## config.mk

```make
export PLATFORM = sky130hd
export DESIGN_NAME = uart_fifo_wb
export DESIGN_NICKNAME = d
export VERILOG_FILES = /design/src/rtl/uart_fifo_wb.sv
export SDC_FILE = /design/constraint.sdc
export NUM_CORES = 1
export LEC_CHECK = 0
export BUFFER_PORTS_ARGS = -buffer_cell sky130_fd_sc_hd__buf_2
export CORE_MARGIN = 2
export CORE_UTILIZATION = 55
export DETAILED_ROUTE_END_ITERATION = 7
export GPL_ROUTABILITY_DRIVEN = 0
export HOLD_SLACK_MARGIN = 0.02
export PLACE_DENSITY = 0.8
export SLEW_MARGIN = 20
export SYNTH_ARGS = -nofsm -noshare
export SYNTH_HDL_FRONTEND = slang
export SYNTH_SLANG_ARGS = --single-unit
```

## constraint.sdc

```tcl
create_clock -name clk_i -period 3.6 [get_ports clk_i]
set_input_delay 0.54 -clock clk_i [delete_from_list [all_inputs] [get_ports clk_i]]
set_output_delay 0.54 -clock clk_i [all_outputs]
set_load 0.01 [all_outputs]
```

## src/rtl/uart_fifo_wb.sv

```systemverilog
// Wishbone-slave UART with RX/TX FIFOs, runtime baud divisor and sticky error flags.
// Define UART_FIFO_WB_IRQ_EN to add the IRQEN register and the irq_o output.

module uart_fifo_wb_fifo #(
    parameter int AW = 4
) (
    input  logic       clk_i,
    input  logic       rst_ni,
    input  logic       push,
    input  logic [7:0] din,
    input  logic       pop,
    output logic [7:0] head,
    output logic       empty,
    output logic       full
);
    localparam int DEPTH = 2 ** AW;

    logic [7:0]  mem [DEPTH];
    logic [AW:0] wr_ptr;
    logic [AW:0] rd_ptr;
    logic        do_push;
    logic        do_pop;

    assign empty   = (wr_ptr == rd_ptr);
    assign full    = (wr_ptr[AW] != rd_ptr[AW]) && (wr_ptr[AW-1:0] == rd_ptr[AW-1:0]);
    assign do_pop  = pop & ~empty;
    // A pop in the same cycle frees the slot, so a push to a full FIFO is kept then.
    assign do_push = push & (~full | do_pop);
    assign head    = mem[rd_ptr[AW-1:0]];

    // NOTE: sequential state uses non-blocking assignments so every flop samples pre-edge values.
    always_ff @(posedge clk_i or negedge rst_ni) begin
        if (!rst_ni) begin
            wr_ptr <= '0;
            rd_ptr <= '0;
        end else begin
            if (do_push) wr_ptr <= wr_ptr + (AW + 1)'(1);
            if (do_pop)  rd_ptr <= rd_ptr + (AW + 1)'(1);
        end
    end

    // NOTE: storage is deliberately not reset; the pointers alone define which entries are valid.
    always_ff @(posedge clk_i) begin
        if (do_push) mem[wr_ptr[AW-1:0]] <= din;
    end
endmodule

module uart_fifo_wb #(
    parameter int DIV_RESET   = 434,
    parameter int FIFO_AW     = 4,
    parameter int SYNC_STAGES = 2
) (
    input  logic        clk_i,
    input  logic        rst_ni,
    input  logic [31:0] wb_adr_i,
    input  logic [15:0] wb_dat_i,
    output logic [15:0] wb_dat_o,
    input  logic [1:0]  wb_sel_i,
    input  logic        wb_we_i,
    input  logic        wb_cyc_i,
    input  logic        wb_stb_i,
    output logic        wb_ack_o,
    input  logic        rx_i,
    output logic        tx_o
`ifdef UART_FIFO_WB_IRQ_EN
   ,output logic        irq_o
`endif
);
    localparam logic [3:0] ADR_STATUS = 4'h0;
    localparam logic [3:0] ADR_RXDATA = 4'h4;
    localparam logic [3:0] ADR_TXDATA = 4'h6;
    localparam logic [3:0] ADR_DIV    = 4'h8;
    localparam logic [3:0] ADR_IRQEN  = 4'hA;

    localparam logic [1:0] TX_IDLE  = 2'd0;
    localparam logic [1:0] TX_START = 2'd1;
    localparam logic [1:0] TX_DATA  = 2'd2;
    localparam logic [1:0] TX_STOP  = 2'd3;

    localparam logic [2:0] RX_IDLE  = 3'd0;
    localparam logic [2:0] RX_START = 3'd1;
    localparam logic [2:0] RX_DATA  = 3'd2;
    localparam logic [2:0] RX_STOP  = 3'd3;
    localparam logic [2:0] RX_WAIT  = 3'd4;

    logic        unused_bits;
    assign unused_bits = ^{wb_adr_i[31:4], wb_sel_i};

    logic [3:0]  adr;
    logic        access;
    logic        rd_access;
    logic        wr_access;
    logic        status_clr;
    logic [15:0] rd_data;
    logic [15:0] div;
    logic        overrun;
    logic        framing_err;

    logic        tx_push;
    logic        tx_pop;
    logic [7:0]  tx_head;
    logic        tx_empty;
    logic        tx_full;
    logic [1:0]  tx_state;
    logic [15:0] tx_cnt;
    logic [2:0]  tx_idx;
    logic [7:0]  tx_shift;
    logic        tx_idle;

    logic        rx_pop;
    logic        rx_push;
    logic [7:0]  rx_head;
    logic        rx_empty;
    logic        rx_full;
    logic [SYNC_STAGES-1:0] rx_sync;
    logic        rx_s;
    logic        rx_prev;
    logic [2:0]  rx_state;
    logic [15:0] rx_cnt;
    logic [2:0]  rx_idx;
    logic [7:0]  rx_shift;
    logic        rx_frame_err;

    logic        overrun_set;
    logic        framing_set;

`ifdef UART_FIFO_WB_IRQ_EN
    logic [2:0]  irq_en;
`endif

    assign adr        = wb_adr_i[3:0];
    assign access     = wb_cyc_i & wb_stb_i & ~wb_ack_o;
    assign rd_access  = access & ~wb_we_i;
    assign wr_access  = access & wb_we_i;
    assign status_clr = rd_access && (adr == ADR_STATUS);
    assign rx_pop     = rd_access && (adr == ADR_RXDATA);
    assign tx_push    = wr_access && (adr == ADR_TXDATA);
    assign tx_idle    = tx_empty && (tx_state == TX_IDLE);

    uart_fifo_wb_fifo #(.AW(FIFO_AW)) u_tx_fifo (
        .clk_i (clk_i),
        .rst_ni(rst_ni),
        .push  (tx_push),
        .din   (wb_dat_i[7:0]),
        .pop   (tx_pop),
        .head  (tx_head),
        .empty (tx_empty),
        .full  (tx_full)
    );

    uart_fifo_wb_fifo #(.AW(FIFO_AW)) u_rx_fifo (
        .clk_i (clk_i),
        .rst_ni(rst_ni),
        .push  (rx_push),
        .din   (rx_shift),
        .pop   (rx_pop),
        .head  (rx_head),
        .empty (rx_empty),
        .full  (rx_full)
    );

    // NOTE: every always_comb output gets a default first so no path can infer a latch.
    always_comb begin
        rd_data = '0;
        if (rd_access) begin
            case (adr)
                ADR_STATUS: rd_data = {11'b0, tx_idle, framing_err, overrun, ~tx_full, ~rx_empty};
                ADR_RXDATA: rd_data = rx_empty ? 16'h0000 : {8'b0, rx_head};
                ADR_DIV:    rd_data = div;
`ifdef UART_FIFO_WB_IRQ_EN
                ADR_IRQEN:  rd_data = {13'b0, irq_en};
`endif
                default:    rd_data = '0;
            endcase
        end
    end

    always_ff @(posedge clk_i or negedge rst_ni) begin
        if (!rst_ni) begin
            wb_ack_o <= 1'b0;
            wb_dat_o <= '0;
            div      <= 16'(DIV_RESET);
        end else begin
            wb_ack_o <= access;
            if (rd_access) wb_dat_o <= rd_data;
            if (wr_access && (adr == ADR_DIV)) div <= (wb_dat_i < 16'd4) ? 16'd4 : wb_dat_i;
        end
    end

    // Error flags are sticky until a STATUS read; a new event in the same cycle wins.
    assign overrun_set = (tx_push & tx_full & ~tx_pop) | (rx_push & rx_full & ~rx_pop);
    assign framing_set = rx_frame_err;

    always_ff @(posedge clk_i or negedge rst_ni) begin
        if (!rst_ni) begin
            overrun     <= 1'b0;
            framing_err <= 1'b0;
        end else begin
            overrun     <= overrun_set | (overrun & ~status_clr);
            framing_err <= framing_set | (framing_err & ~status_clr);
        end
    end

    // The next byte is taken in IDLE or at the end of STOP, which keeps frames back-to-back.
    assign tx_pop = ~tx_empty && ((tx_state == TX_IDLE) ||
                                  ((tx_state == TX_STOP) && (tx_cnt == 16'd0)));

    always_ff @(posedge clk_i or negedge rst_ni) begin
        if (!rst_ni) begin
            tx_state <= TX_IDLE;
            tx_cnt   <= '0;
            tx_idx   <= '0;
            tx_shift <= '0;
            tx_o     <= 1'b1;
        end else begin
            case (tx_state)
                TX_IDLE: begin
                    if (tx_pop) begin
                        tx_shift <= tx_head;
                        tx_o     <= 1'b0;
                        tx_cnt   <= div - 16'd1;
                        tx_state <= TX_START;
                    end
                end
                TX_START: begin
                    if (tx_cnt == 16'd0) begin
                        tx_o     <= tx_shift[0];
                        tx_shift <= tx_shift >> 1;
                        tx_idx   <= '0;
                        tx_cnt   <= div - 16'd1;
                        tx_state <= TX_DATA;
                    end else begin
                        tx_cnt <= tx_cnt - 16'd1;
                    end
                end
                TX_DATA: begin
                    if (tx_cnt == 16'd0) begin
                        tx_cnt <= div - 16'd1;
                        if (tx_idx == 3'd7) begin
                            tx_o     <= 1'b1;
                            tx_state <= TX_STOP;
                        end else begin
                            tx_o     <= tx_shift[0];
                            tx_shift <= tx_shift >> 1;
                            tx_idx   <= tx_idx + 3'd1;
                        end
                    end else begin
                        tx_cnt <= tx_cnt - 16'd1;
                    end
                end
                TX_STOP: begin
                    if (tx_cnt == 16'd0) begin
                        if (tx_pop) begin
                            tx_shift <= tx_head;
                            tx_o     <= 1'b0;
                            tx_cnt   <= div - 16'd1;
                            tx_state <= TX_START;
                        end else begin
                            tx_state <= TX_IDLE;
                        end
                    end else begin
                        tx_cnt <= tx_cnt - 16'd1;
                    end
                end
                default: begin
                    tx_o     <= 1'b1;
                    tx_state <= TX_IDLE;
                end
            endcase
        end
    end

    assign rx_s         = rx_sync[SYNC_STAGES-1];
    assign rx_push      = (rx_state == RX_STOP) && (rx_cnt == 16'd0) && rx_s;
    assign rx_frame_err = (rx_state == RX_STOP) && (rx_cnt == 16'd0) && ~rx_s;

    always_ff @(posedge clk_i or negedge rst_ni) begin
        if (!rst_ni) begin
            rx_sync  <= '1;
            rx_prev  <= 1'b1;
            rx_state <= RX_IDLE;
            rx_cnt   <= '0;
            rx_idx   <= '0;
            rx_shift <= '0;
        end else begin
            rx_sync <= {rx_sync[SYNC_STAGES-2:0], rx_i};
            rx_prev <= rx_s;
            case (rx_state)
                RX_IDLE: begin
                    if (rx_prev && !rx_s) begin
                        rx_cnt   <= (div >> 1) - 16'd1;
                        rx_state <= RX_START;
                    end
                end
                RX_START: begin
                    if (rx_cnt == 16'd0) begin
                        rx_cnt   <= div - 16'd1;
                        rx_idx   <= '0;
                        rx_state <= rx_s ? RX_IDLE : RX_DATA;
                    end else begin
                        rx_cnt <= rx_cnt - 16'd1;
                    end
                end
                RX_DATA: begin
                    if (rx_cnt == 16'd0) begin
                        rx_shift <= {rx_s, rx_shift[7:1]};
                        rx_cnt   <= div - 16'd1;
                        if (rx_idx == 3'd7) rx_state <= RX_STOP;
                        else                rx_idx   <= rx_idx + 3'd1;
                    end else begin
                        rx_cnt <= rx_cnt - 16'd1;
                    end
                end
                RX_STOP: begin
                    if (rx_cnt == 16'd0) rx_state <= rx_s ? RX_IDLE : RX_WAIT;
                    else                 rx_cnt   <= rx_cnt - 16'd1;
                end
                RX_WAIT: begin
                    if (rx_s) rx_state <= RX_IDLE;
                end
                default: rx_state <= RX_IDLE;
            endcase
        end
    end

`ifdef UART_FIFO_WB_IRQ_EN
    always_ff @(posedge clk_i or negedge rst_ni) begin
        if (!rst_ni) begin
            irq_en <= '0;
            irq_o  <= 1'b0;
        end else begin
            if (wr_access && (adr == ADR_IRQEN)) irq_en <= wb_dat_i[2:0];
            irq_o <= (irq_en[0] & ~rx_empty) |
                     (irq_en[1] & tx_idle) |
                     (irq_en[2] & (overrun | framing_err));
        end
    end
`endif
endmodule

```

Yosys cells after proc, flatten, opt, wreduce, memory -nomap -nowiden

Memories as Yosys holds them, arrays and structs flattened.
Index checks and enable logic that the tools add are counted.

Register bits: 118
RAM bits: 256
Output and inout port bits: 18
Memories kept: 2

Memories:

| memory        | depth | bits a word | rd ports | clocked after memory_dff | write ports | line | text |
|---|---|---|---|---|---|---|---|
| u_rx_fifo.mem | 16    | 8           | 1        | 0                        | 1           | 18   | `logic [7:0] mem [DEPTH];` |
| u_tx_fifo.mem | 16    | 8           | 1        | 0                        | 1           | 18   |  |

$add $sub $neg: 10
$lt $le $gt $ge: 1
Equality and inequality tests: 32
Multiplexer cells: 51
Bitwise logic cells: 29
Reduce and logical (&&, ||, !) cells: 33

Operator list:

| kind                  | number |
|---|---|
| $pmux 16 s3           | 3 |
| $mux 16               | 7 |
| $mux 8                | 6 |
| $sub 16x1->16 const B | 3 |
| $mux 3                | 13 |
| $logic_not 16->1      | 2 |
| $pmux 8 s4            | 1 |
| $ne 2x2->1 const B    | 12 |
| $add 5x1->5 const B   | 4 |
| $lt 16x3->1 const B   | 1 |
| $sub 15x1->16 const B | 1 |
| $pmux 3 s5            | 1 |
| $and 1x1->1           | 14 |
| $logic_and 1x1->1     | 13 |
| $mux 2                | 6 |
| $pmux 3 s2            | 2 |
| $reduce_and 4->1      | 3 |
| $eq 5x5->1            | 2 |
| $mux 1                | 10 |
| $not 1->1             | 10 |
| $eq 3x3->1 const B    | 3 |
| $eq 4x3->1 const B    | 2 |
| $eq 4x4->1            | 2 |
| $pmux 2 s4            | 1 |
| 22 further kinds      | 34 |

Depth between registers and ports, before layout

Gate-level depths: netlist (run 1).

Depth after elaboration: 9
Depth in mapped cells: 11
Depth with buffers taken out: 8

Modules after synthesis

From an unflattened synthesis (run 1), not the netlist that was laid out.

Cells, all modules: 1,191
Area total of the unflattened synthesis: 17,080.1 um^2

Modules (own cells, without submodules):

| module                         | times used | cells an instance | area each (um^2) |
|---|---|---|---|
| uart_fifo_wb                   | 1          | 653               | 6,019.5 |
| uart_fifo_wb_fifo at u_tx_fifo | 1          | 269               | 5,547.8 |
| uart_fifo_wb_fifo at u_rx_fifo | 1          | 269               | 5,512.8 |

Least setup slack after synthesis (run 1)

OpenSTA, ideal clock, no wires.

Path type: register to register
Start point: reg rx_cnt[0]
End point: mem u_rx_fifo.mem[3][0] (enable)
Arrival time: 2,894 ps
Data required time: 3,217 ps
Path slack: 322 ps
Cell stages (with the launch flop): 10
Period minus slack after synthesis: 3,278 ps
Cells stage by stage: dfrtp_1 -> inv_1 -> ha_1 -> or3b_2 -> buf_6 -> nor4_2 -> nand4_1 -> a31oi_2 -> nand2_1 -> nor3_1

Longest elaborated chain between the ends: 6

Ends and longest elaborated chain:

| element                         | line | text |
|---|---|---|
| from (decl)                     | 119  | `logic [15:0] rx_cnt;` |
| from (signal assigned)          | 291  | `rx_cnt <= (div >> 1) - 16'd1;` |
| from (signal assigned)          | 297  | `rx_cnt <= div - 16'd1;` |
| from (signal assigned)          | 301  | `rx_cnt <= rx_cnt - 16'd1;` |
| $logic_not 16->1                | 274  | `assign rx_push = (rx_state == RX_STOP) && (rx_cnt == 16'd0) && rx_s;` |
| $logic_and 1x1->1 (2 in series) | 274  |  |
| $and 1x1->1                     | 28   | `assign do_push = push & (~full \| do_pop);` |
| $mux 1                          | 44   | `if (do_push) mem[wr_ptr[AW-1:0]] <= din;` |
| $mux 1 (not written as such)    | 44   |  |
| to (decl)                       | 18   |  |

No other way between the ends.

Final worst setup path (run 1)

Start point: reg rx_cnt[0]
End point: mem u_rx_fifo.mem[7][7] (enable)

Same word-level chain as after synthesis.

==> results of run 1 <==
-- synth_stat cells, types with 8 or more instances --
cell type  number
o21ai_0        40
nor2_1         73
buf_2          12
or4_1           8
nand4_1        13
a211oi_1       14
mux4_2         63
nor4_1         13
nand2_1        56
nand3_1        13
mux2_2         31
a221oi_1       13
dfrtp_1       109
edfxtp_1      256
nand2b_1       18
xor2_1         32
nor3_1         32
ha_1           24
a22oi_1        18
clkbuf_1       47
nor2b_1         8
dfstp_2         9
mux2i_1        42
xnor2_1        31
o22ai_1        21
a21oi_1        34
inv_1          23
a22o_1         17
-- metal layers --
layer  up-vias  global-route usage
met5         -                   0
li1       4593                   -
met2       418               0.388
met4         4              0.0623
met3        66              0.0447
met1      5248               0.331
-- path summary, 6_finish.rpt --
path	end	slack [ns]	from
max	u_rx_fifo.mem[7][7]	0.28	rx_cnt[0]
min	rx_sync[0]	0.12	rx_i
max reg2reg	u_rx_fifo.mem[7][7]	0.28	rx_cnt[0]
min reg2reg	rx_sync[1]	0.36	rx_sync[0]
max in group asynchronous	rx_sync[0]	2.32	rst_ni
min in group asynchronous	rx_cnt[3]	0.44	rst_ni
-- registers in the layout (all words and copies together), names as in the netlist, 8 cells and up --
register,flops
div,16
u_tx_fifo.mem,128
rx_shift,8
tx_cnt,16
rx_cnt,16
u_rx_fifo.mem,128
wb_dat_o,16
tx_shift,8
-- logic make-up after synthesis --
family	Yosys count	synth area share
compound gates	190	0.0783
flops	374	0.633
buf+inv	92	0.0228
xor+xnor	63	0.0328
fa+ha+maj	24	0.0179
mux	136	0.130
simple gates	274	0.0847
-- power by group --
part	total, mW	switching [mW]	internal [mW]
logic	3.36	1.91	1.45
clock network	3.90	1.62	2.28
registers	5.25	0.358	4.90
total	12.5	3.88	8.63
-- layout make-up --
cell class	instances	area, sq um	share of cell area
repair buffers	91	593	0.0315
inverters	23	86.3	0.00458
well taps	396	495	0.0263
flip-flops and latches	374	10700	0.565
clock buffers	54	1050	0.0559
multi-input cells	687	5780	0.307
clock inverters	17	189	0.0100
diodes	1	2.50	0.000133
==> impl_results.md, run 1 <==
* Wire length of the first global-routing pass at 57500 um
* Proportion of synthesized flip-flops having asynchronous set or reset at 0.316
* Clock buffer count from CTS at 39
* Synth Cell Area at 0.0168 sq mm
* Worst Path Buf+Inv at 2
* Ratio of total power to cell area at 664 mW/mm^2
* Via count of the first global-routing pass at 10100
* Total length of routed met2 wires at 18300 um
* # clock sinks at 374
* Class of the worst hold path: in -> reg
* Detailed-routing iteration count for the pre-antenna-repair pass at 5
* Port Buffer Count at 43
* Antenna violations before repair at 3
* Post-Layout Inst Area at 0.0189 sq mm
* Post-DR vias/cell at 6.29
* PnR Total Power at 12.5 mW
* Critical Path Max Stage Delay at 0.58 ns
* Final worst clock skew at 0.0158 ns
* Violation count after the first detailed-route iteration at 1119
* Count of flip-flops with a built-in enable after synthesis at 256
* Max Transition Viols Final at 0
* Max Buffers Root-to-Sink at 3
* Worst hold path depth at 1
* CTS Root Buffer Type: clkbuf_16
* Clock Latency Late Sink at 0.53 ns
* Cell class contributing the biggest share of worst-path delay: simple AND/OR/NAND/NOR gates
* Final worst-path setup slack at 0.280 ns
* Final critical delay including setup and external delays at 3.32 ns
* Period utilization at 0.922
* Worst relative slew slack at 0.259
* Worst endpoint required time at 3.82 ns
* Final setup fails at 0
* Nets@finish at 1296
* Avg Inst Size Synth at 14.6 sq um
* Top flip-flop cell by instance count after synthesis: edfxtp_1
* Netlist cell types at 74
* Die outline width at 179 um
* Critical Path Stages at 9
* Routed length on met3 at 2740 um
* Post-cts resize count at 0
* Setup repair after global routing missed its margin: false
* Syn Nets at 1233
* Synth-to-layout area growth at 12.1%
* Setup TNS Final at 0 ns
* Chain of cells forming the critical path: inv_1 -> ha_1 -> or3b_2 -> nor4_2 -> nand4_1 -> a31oi_2 -> nand2_1 -> nor2_1 -> buf_4
* Reported max-cap violation count at 0
* Post-Route M1 WL at 15100 um
* Final hold violation count at 0
* Via total after detailed routing at 10300
* Routed wirelength normalized by instance count at 22.5 um
* Static leakage at 6.99 nW
* Post-DP HPWL at 24100 um
* Fill count at 2138
* Die area at 0.0320 sq mm
* Yosys warns at 0
* FP Rows at 64
* Number of ports placed on the die boundary at 74
* Worst-case vdd ir drop at 0.000388 V
* Maximum achievable frequency at 301 MHz
* Total number of H-tree levels at 2
* Core Area at 0.0303 sq mm
* Final global-route overflow total at 0
* Max layer used: met5
* Maximum number of pins on one net before global-route repair at 60
* Startpoint type of the worst setup path: flip-flop
* Flip-flop and latch count after synthesis at 374
* Crit-path max FO at 9
* Synthesized instance count at 1153
* Transition time at the pin with the least slew margin at 1.11 ns
* Number of setup buffers added after CTS at 0
* Global router's overall resource usage at 0.237
* Top area cells in the synthesized netlist: edfxtp_1 (46%), dfrtp_1 (16%), mux4_2 (8.4%), mux2i_1 (2.5%), mux2_2 (2.1%)
* TritonCTS clock tree: done
* Initial core utilization at 0.554
* Post-Place Cells at 1570
* Outcome: finished clean
* Post-synthesis sequential area ratio at 0.633
* Worst slack on hold paths at 0.117 ns
* Clock edge transition at the registers on the reported setup and hold paths at 0.06 ns
* Data arrival at the endpoint of the critical path at 3.54 ns
* Dpl ws at 0.349 ns
* Drc violations at 0
* Share of final-layout standard cells stronger than drive strength 1 at 0.216
* Final Core Density at 0.621
* Number of buffers inserted by hold repair at cts at 1
* R2r worst-path depth at 9
* Critical path class: reg -> reg
* Total wire length after detailed routing at 37000 um
* Height of the die at 179 um
* Commonest non-fill, non-tap cell in the layout: edfxtp_1
* Commonest cells after routing, fill and taps aside: edfxtp_1 (256), dfrtp_1 (107), nor2_1 (73), mux4_2 (63), nand2_1 (56)
* Final Non-Filler Cells at 1643
* Post-synth top area cell: edfxtp_1
* Standard cell area after detailed placement at 0.0176 sq mm
* Crit path max-delay cell type: or3b_2
* Nature of the critical path endpoint: flip-flop
* Proportion of netlist area held by the largest area contributor at 0.457
* Number of routed nets with antenna violations at 0
(Power assumes the default switching activity.)
==> inputs of run 2 (changes only) <==
==> constraint.sdc (replaced) <==
create_clock -name clk_i -period 3.6 [get_ports clk_i]
set_input_delay 0.36 -clock clk_i [delete_from_list [all_inputs] [get_ports clk_i]]
set_output_delay 0.36 -clock clk_i [all_outputs]
set_load 0.01 [all_outputs]
==> impl_results.md, run 2 (same netlist as run 1, synthesis figures left out) <==
* Outcome: finished clean
* Violation count after the first detailed-route iteration at 1126 (+0.63%)
* Synth-to-layout area growth at 12.8%
* R2r worst-path depth at 9 (unchanged)
* Class of the worst hold path: in -> reg
* Crit-path max FO at 9 (unchanged)
* Port Buffer Count at 43 (unchanged)
* Max Transition Viols Final at 0 (unchanged)
* Post-DP HPWL at 24700 um (+2.4%)
* FP Rows at 64 (unchanged)
* Worst relative slew slack at 0.242 (-0.0165)
* GR met1 Demand/Resource at 0.330 (-0.000583)
* Critical path class: reg -> reg
* Die area at 0.0320 sq mm (unchanged)
* Commonest cells after routing, fill and taps aside: edfxtp_1 (256), dfrtp_1 (107), nor2_1 (73), mux4_2 (63), nand2_1 (56)
* # clock sinks at 374 (unchanged)
* Total number of H-tree levels at 2 (unchanged)
* Die outline width at 179 um (unchanged)
* Clock edge transition at the registers on the reported setup and hold paths at 0.06 ns (about the same)
* Detailed-routing iteration count for the pre-antenna-repair pass at 5 (unchanged)
* Routed wirelength normalized by instance count at 22.8 um (+1.3%)
* Max Buffers Root-to-Sink at 3 (unchanged)
* Critical Path Max Stage Delay at 0.58 ns (about the same)
* Clock buffer count from CTS at 39 (unchanged)
* Worst-case vdd ir drop at 0.000480 V (+24%)
* Initial core utilization at 0.554 (unchanged)
* Data arrival at the endpoint of the critical path at 3.54 ns (about the same)
* Commonest non-fill, non-tap cell in the layout: edfxtp_1
* Global router's overall resource usage at 0.239 (+0.00151)
* Number of setup buffers added after CTS at 0 (unchanged)
* Final setup fails at 0 (unchanged)
* Via total after detailed routing at 10400 (+0.24%)
* Drc violations at 0 (unchanged)
* Clock Latency Late Sink at 0.54 ns (about the same)
* Post-DR vias/cell at 6.29 (+0.12%)
* Met2 Use GR at 0.382 (-0.00593)
* TritonCTS clock tree: done
* Core Area at 0.0303 sq mm (unchanged)
* Crit path max-delay cell type: or3b_2
* Wire length of the first global-routing pass at 57800 um (+0.50%)
* Nature of the critical path endpoint: flip-flop
* Ratio of total power to cell area at 674 mW/mm^2 (+1.5%)
* Critical Path Stages at 9 (unchanged)
* Startpoint type of the worst setup path: flip-flop
* Worst Path Buf+Inv at 2 (unchanged)
* CTS Root Buffer Type: clkbuf_16
* Number of ports placed on the die boundary at 74 (unchanged)
* Transition time at the pin with the least slew margin at 1.14 ns (+0.0247 ns)
* Setup TNS Final at 0 ns (unchanged)
* Maximum achievable frequency at 302 MHz (+0.14%)
* Final worst clock skew at 0.0312 ns (+0.0154 ns)
* Worst endpoint required time at 3.82 ns (about the same)
* M3 GR Usage at 0.0433 (-0.00148)
* Antenna violations before repair at 0 (-3)
* CP endpoint: u_rx_fifo.mem[0][5]
* Maximum number of pins on one net before global-route repair at 43 (-28%)
* Period utilization at 0.921 (-0.00131)
* Chain of cells forming the critical path: inv_1 -> ha_1 -> or3b_2 -> nor4_2 -> nand4_1 -> a31oi_4 -> nand2_1 -> nor3_1 -> buf_4
* Reg2reg start: rx_cnt[0]
* Number of routed nets with antenna violations at 0 (unchanged)
* Final hold violation count at 0 (unchanged)
* Setup repair after global routing missed its margin: false
* Height of the die at 179 um (unchanged)
* Register-to-Register Setup Slack at 0.28 ns (about the same)
* Static leakage at 7.03 nW (+0.69%)
* Nets@finish at 1297 (+0.077%)
* Reported max-cap violation count at 0 (unchanged)
* Final critical delay including setup and external delays at 3.32 ns (-0.00471 ns)
* Final global-route overflow total at 0 (unchanged)
* Total wire length after detailed routing at 37500 um (+1.4%)
* Worst setup path start: rx_cnt[0]
* Cell class contributing the biggest share of worst-path delay: simple AND/OR/NAND/NOR gates
* Share of final-layout standard cells stronger than drive strength 1 at 0.220 (+0.00366)
* PnR Total Power at 12.8 mW (+2.2%)
* R2R Path End: u_rx_fifo.mem[0][5]
* Via count of the first global-routing pass at 10300 (+1.3%)
* Gr busiest metal: met2
-- run 2: changes by cell type in the layout (fill, tap and decap cells not counted), sizes merged --
cell and change:
bufinv +3, clkbuf -4, clkinv +1, clkinvlp +2
dlygate4sd3 +1, inv -1
-- run 2: worst min-delay path by stage --
stage / endpoint / slack [ns] / startpoint / depth (start not counted)
floorplan: div[0] / 0.06 / rst_ni / 0
global placement: rx_sync[1] / 0.35 / rx_sync[0] / 0
detailed placement: rx_sync[1] / 0.35 / rx_sync[0] / 0
CTS: div[13] / 0.06 / wb_dat_i[13] / 2
global route: div[9] / 0.07 / wb_dat_i[9] / 2
finish: div[13] / 0.07 / wb_dat_i[13] / 2
-- run 2: layout make-up --
type / instances / area [sq um]
clock buffers: 50 / 1050
repair buffers: 92 / 603
diodes: 1 / 2.50
inverters: 23 / 86.3
well taps: 396 / 495
fillers: 2127 / 11400
clock inverters: 22 / 292
flip-flops and latches: 374 / 10700
multi-input cells: 687 / 5790
-- run 2: stage by stage --
| stage | setup WS (ns) | area (sq um) | instances | util | hold slack [ns] |
|---|---|---|---|---|---|
| final | 0.284 | 19000 | 1645 | 0.625 | 0.0732 |
| after global routing | 0.133 | 19000 | 1644 | 0.625 | 0.0712 |
| after global placement | 0.422 | 17600 | 1570 | 0.580 | 0.347 |
| after CTS | 0.237 | 19000 | 1644 | 0.625 | 0.0604 |
| after detailed placement | 0.278 | 17600 | 1570 | 0.580 | 0.347 |
| after floorplan | 0.322 | 16800 | 1153 | - | 0.0644 |
-- run 2: repair_timing --
item | 4_1_cts | 5_1_grt
resized for setup | 0 | 1
endpoints found under the setup margin | 0 | 7
hold endpoints to repair | 38 | 0
hold buffers | 2 | 0
-- run 2: per-layer routing --
metal | routed length [um] | up-vias
met3 | 2760 | 81
li1 | - | 4591
met4 | 1220 | 0
met1 | 15300 | 5252
met2 | 18200 | 430
met5 | 0 | -
-- run 2: power by group --
| part | switching, mW | internal (mW) |
|---|---|---|
| logic | 1.89 | 1.44 |
| clock network | 1.64 | 2.51 |
| registers | 0.402 | 4.90 |
| total | 3.94 | 8.85 |
==> inputs of run 3 (changes only) <==
--- a/config.mk
+++ b/config.mk
@@ -6,7 +6,6 @@
 export NUM_CORES = 1
 export LEC_CHECK = 0
 export BUFFER_PORTS_ARGS = -buffer_cell sky130_fd_sc_hd__buf_2
-export CORE_MARGIN = 2
 export CORE_UTILIZATION = 55
 export DETAILED_ROUTE_END_ITERATION = 7
 export GPL_ROUTABILITY_DRIVEN = 0
==> constraint.sdc (replaced) <==
create_clock -name clk_i -period 3.9 [get_ports clk_i]
set_input_delay 0.39 -clock clk_i [delete_from_list [all_inputs] [get_ports clk_i]]
set_output_delay 0.39 -clock clk_i [all_outputs]
set_load 0.01 [all_outputs]
==> impl_results.md, run 3 (same netlist as run 1, synthesis figures left out) <==
* Commonest non-fill, non-tap cell in the layout: edfxtp_1
* R2r worst-path depth at 9 (unchanged)
* Total wire length after detailed routing at 37900 um (+1.1%)
* Synth-to-layout area growth at 12.4%
* Final hold violation count at 0 (unchanged)
* Final setup fails at 0 (unchanged)
* M3 GR Usage at 0.0404 (-0.00288)
* TritonCTS clock tree: done
* Clock edge transition at the registers on the reported setup and hold paths at 0.06 ns (about the same)
* Clock network fraction of design power at 0.320 (-0.005)
* Via total after detailed routing at 10400 (+0.41%)
* Routed wirelength normalized by instance count at 23.2 um (+1.8%)
* Final critical delay including setup and external delays at 3.46 ns (+0.149 ns)
* Nets@finish at 1293 (-0.31%)
* Static leakage at 7.00 nW (-0.45%)
* R2R Path End: u_rx_fifo.mem[2][0]
* Standard cell area after detailed placement at 0.0176 sq mm (-0.16%)
* Outcome: finished clean
* Number of buffers inserted by hold repair at cts at 2 (unchanged)
* Drc violations at 0 (unchanged)
* Class of the worst hold path: in -> reg
* Core Area at 0.0299 sq mm (-1.6%)
* # clock sinks at 374 (unchanged)
* Number of ports placed on the die boundary at 74 (unchanged)
* Final Non-Filler Cells at 1634 (-0.67%)
* Worst relative slew slack at 0.351 (+0.109)
* Post-DP HPWL at 24500 um (-0.61%)
* Register-to-Register Setup Slack at 0.44 ns (+0.15 ns)
* Setup repair after global routing missed its margin: false
* Fill count at 2074 (-2.5%)
* Post-cts resize count at 0 (unchanged)
* Die area at 0.0313 sq mm (-2.2%)
* Crit-path max FO at 9 (unchanged)
* Gr busiest metal: met2
* Antenna violations before repair at 3 (+3)
* Max Buffers Root-to-Sink at 3 (unchanged)
* Initial core utilization at 0.563 (+0.00880)
* Worst endpoint required time at 4.13 ns (+0.31 ns)
* Setup TNS Final at 0 ns (unchanged)
* Final worst clock skew at 0.0194 ns (-0.0118 ns)
* P_int at 8.11 mW (-8.3%)
* Share of total power in combinational logic at 0.265 (+0.004)
* Worst setup path start: rx_cnt[0]
* Share of final-layout standard cells stronger than drive strength 1 at 0.217 (-0.00233)
* Maximum number of pins on one net before global-route repair at 69 (+60%)
* FP Rows at 63 (-1.6%)
* Max Transition Viols Final at 0 (unchanged)
* Port Buffer Count at 43 (unchanged)
* Reported max-cap violation count at 0 (unchanged)
* Ratio of total power to cell area at 620 mW/mm^2 (-8.0%)
* Commonest cells after routing, fill and taps aside: edfxtp_1 (256), dfrtp_1 (106), nor2_1 (73), mux4_2 (63), nand2_1 (56)
* Final Core Density at 0.633 (+0.00745)
* Clock buffer count from CTS at 38 (-2.6%)
* Detailed-routing iteration count for the pre-antenna-repair pass at 5 (unchanged)
* Post-Layout Inst Area at 0.0189 sq mm (-0.39%)
* Worst-case vdd ir drop at 0.000440 V (-8.3%)
* CTS Root Buffer Type: clkbuf_16
* Critical path class: reg -> reg
* Clock Latency Late Sink at 0.54 ns (about the same)
* Number of routed nets with antenna violations at 0 (unchanged)
* Post-DR vias/cell at 6.36 (+1.1%)
* Height of the die at 177 um (-1.1%)
* GR met1 Demand/Resource at 0.341 (+0.0106)
* PnR Total Power at 11.7 mW (-8.3%)
* Worst hold path depth at 2 (unchanged)
* Sequential group share of total power at 0.415 (about the same)
* Startpoint type of the worst setup path: flip-flop
* Data arrival at the endpoint of the critical path at 3.69 ns (+0.15 ns)
* Switching portion of total power at 0.308 (about the same)
* Violation count after the first detailed-route iteration at 1301 (+16%)
* Maximum achievable frequency at 289 MHz (-4.3%)
* Number of setup buffers added after CTS at 0 (unchanged)
* Total number of H-tree levels at 2 (unchanged)
* Met2 Use GR at 0.413 (+0.0310)
* Transition time at the pin with the least slew margin at 0.969 ns (-0.167 ns)
* Period utilization at 0.888 (-0.0328)
* Reg2reg start: rx_cnt[0]
* Global router's overall resource usage at 0.252 (+0.0130)
* Die outline width at 177 um (-1.1%)
* Post-Place Cells at 1561 (-0.57%)
* Net switching power at 3.61 mW (-8.3%)
* Launch instance of the worst min-delay path: wb_dat_i[9]
* Wire length of the first global-routing pass at 59500 um (+3.0%)
* Final global-route overflow total at 0 (unchanged)
* Nature of the critical path endpoint: flip-flop
* End of the worst hold path: div[9]
* Via count of the first global-routing pass at 10500 (+2.0%)
run 3: how the worst max path moves through the flow:
stage	end	cells past startpoint	slack [ns]
2_1_floorplan	u_rx_fifo.mem[3][0]	9	0.62
5_1_grt	u_rx_fifo.mem[2][5]	9	0.30
3_3_place_gp	u_rx_fifo.mem[15][5]	8	0.67
4_1_cts	u_rx_fifo.mem[2][2]	9	0.50
6_report	u_rx_fifo.mem[2][0]	9	0.44
3_5_place_dp	u_rx_fifo.mem[3][0]	9	0.60
run 3: area by class of cell:
class	instances	area, sq um	area share
antenna	1	2.50	0.000132
clock buffer	48	1020	0.0540
clock inverter	22	280	0.0148
inverter	23	86.3	0.00457
multi-input combinational	687	5790	0.306
sequential	374	10700	0.564
tap	390	488	0.0258
timing repair buffer	89	581	0.0307
run 3: power by group through the flow:
stage          clock network, mW  registers [mW]  logic, mW
6_report                    3.76            4.86       3.11
5_1_grt                     3.96            4.89       3.40
4_1_cts                     3.81            4.84       3.08
3_5_place_dp                   0            4.91       3.03
3_3_place_gp                   0            4.89       2.93
2_1_floorplan                  0            4.78       2.47
run 3: per-layer routing:
metal  part of all wire  vias to the layer above
li1                   -                     4584
met1               0.40                     5292
met2               0.50                      430
met3              0.070                       90
met4              0.031                        0
met5                  0                        -
run 3: critical path: stages, from the launching register on:
cell and delay [ns]:
dfrtp_1 0.41, inv_1 0.12, ha_1 0.21, or3b_2 0.59, nor4_2 0.37, nand4_1 0.27, a31oi_2 0.50, nand2_1 0.23
nor3_1 0.22, buf_4 0.23
run 3: per-stage QoR:
stage	hold WS, ns	setup slack, ns
global route	0.0818	0.300
global placement	0.347	0.670
CTS	0.0762	0.505
floorplan	0.0944	0.622
finish	0.0961	0.436
detailed placement	0.355	0.600
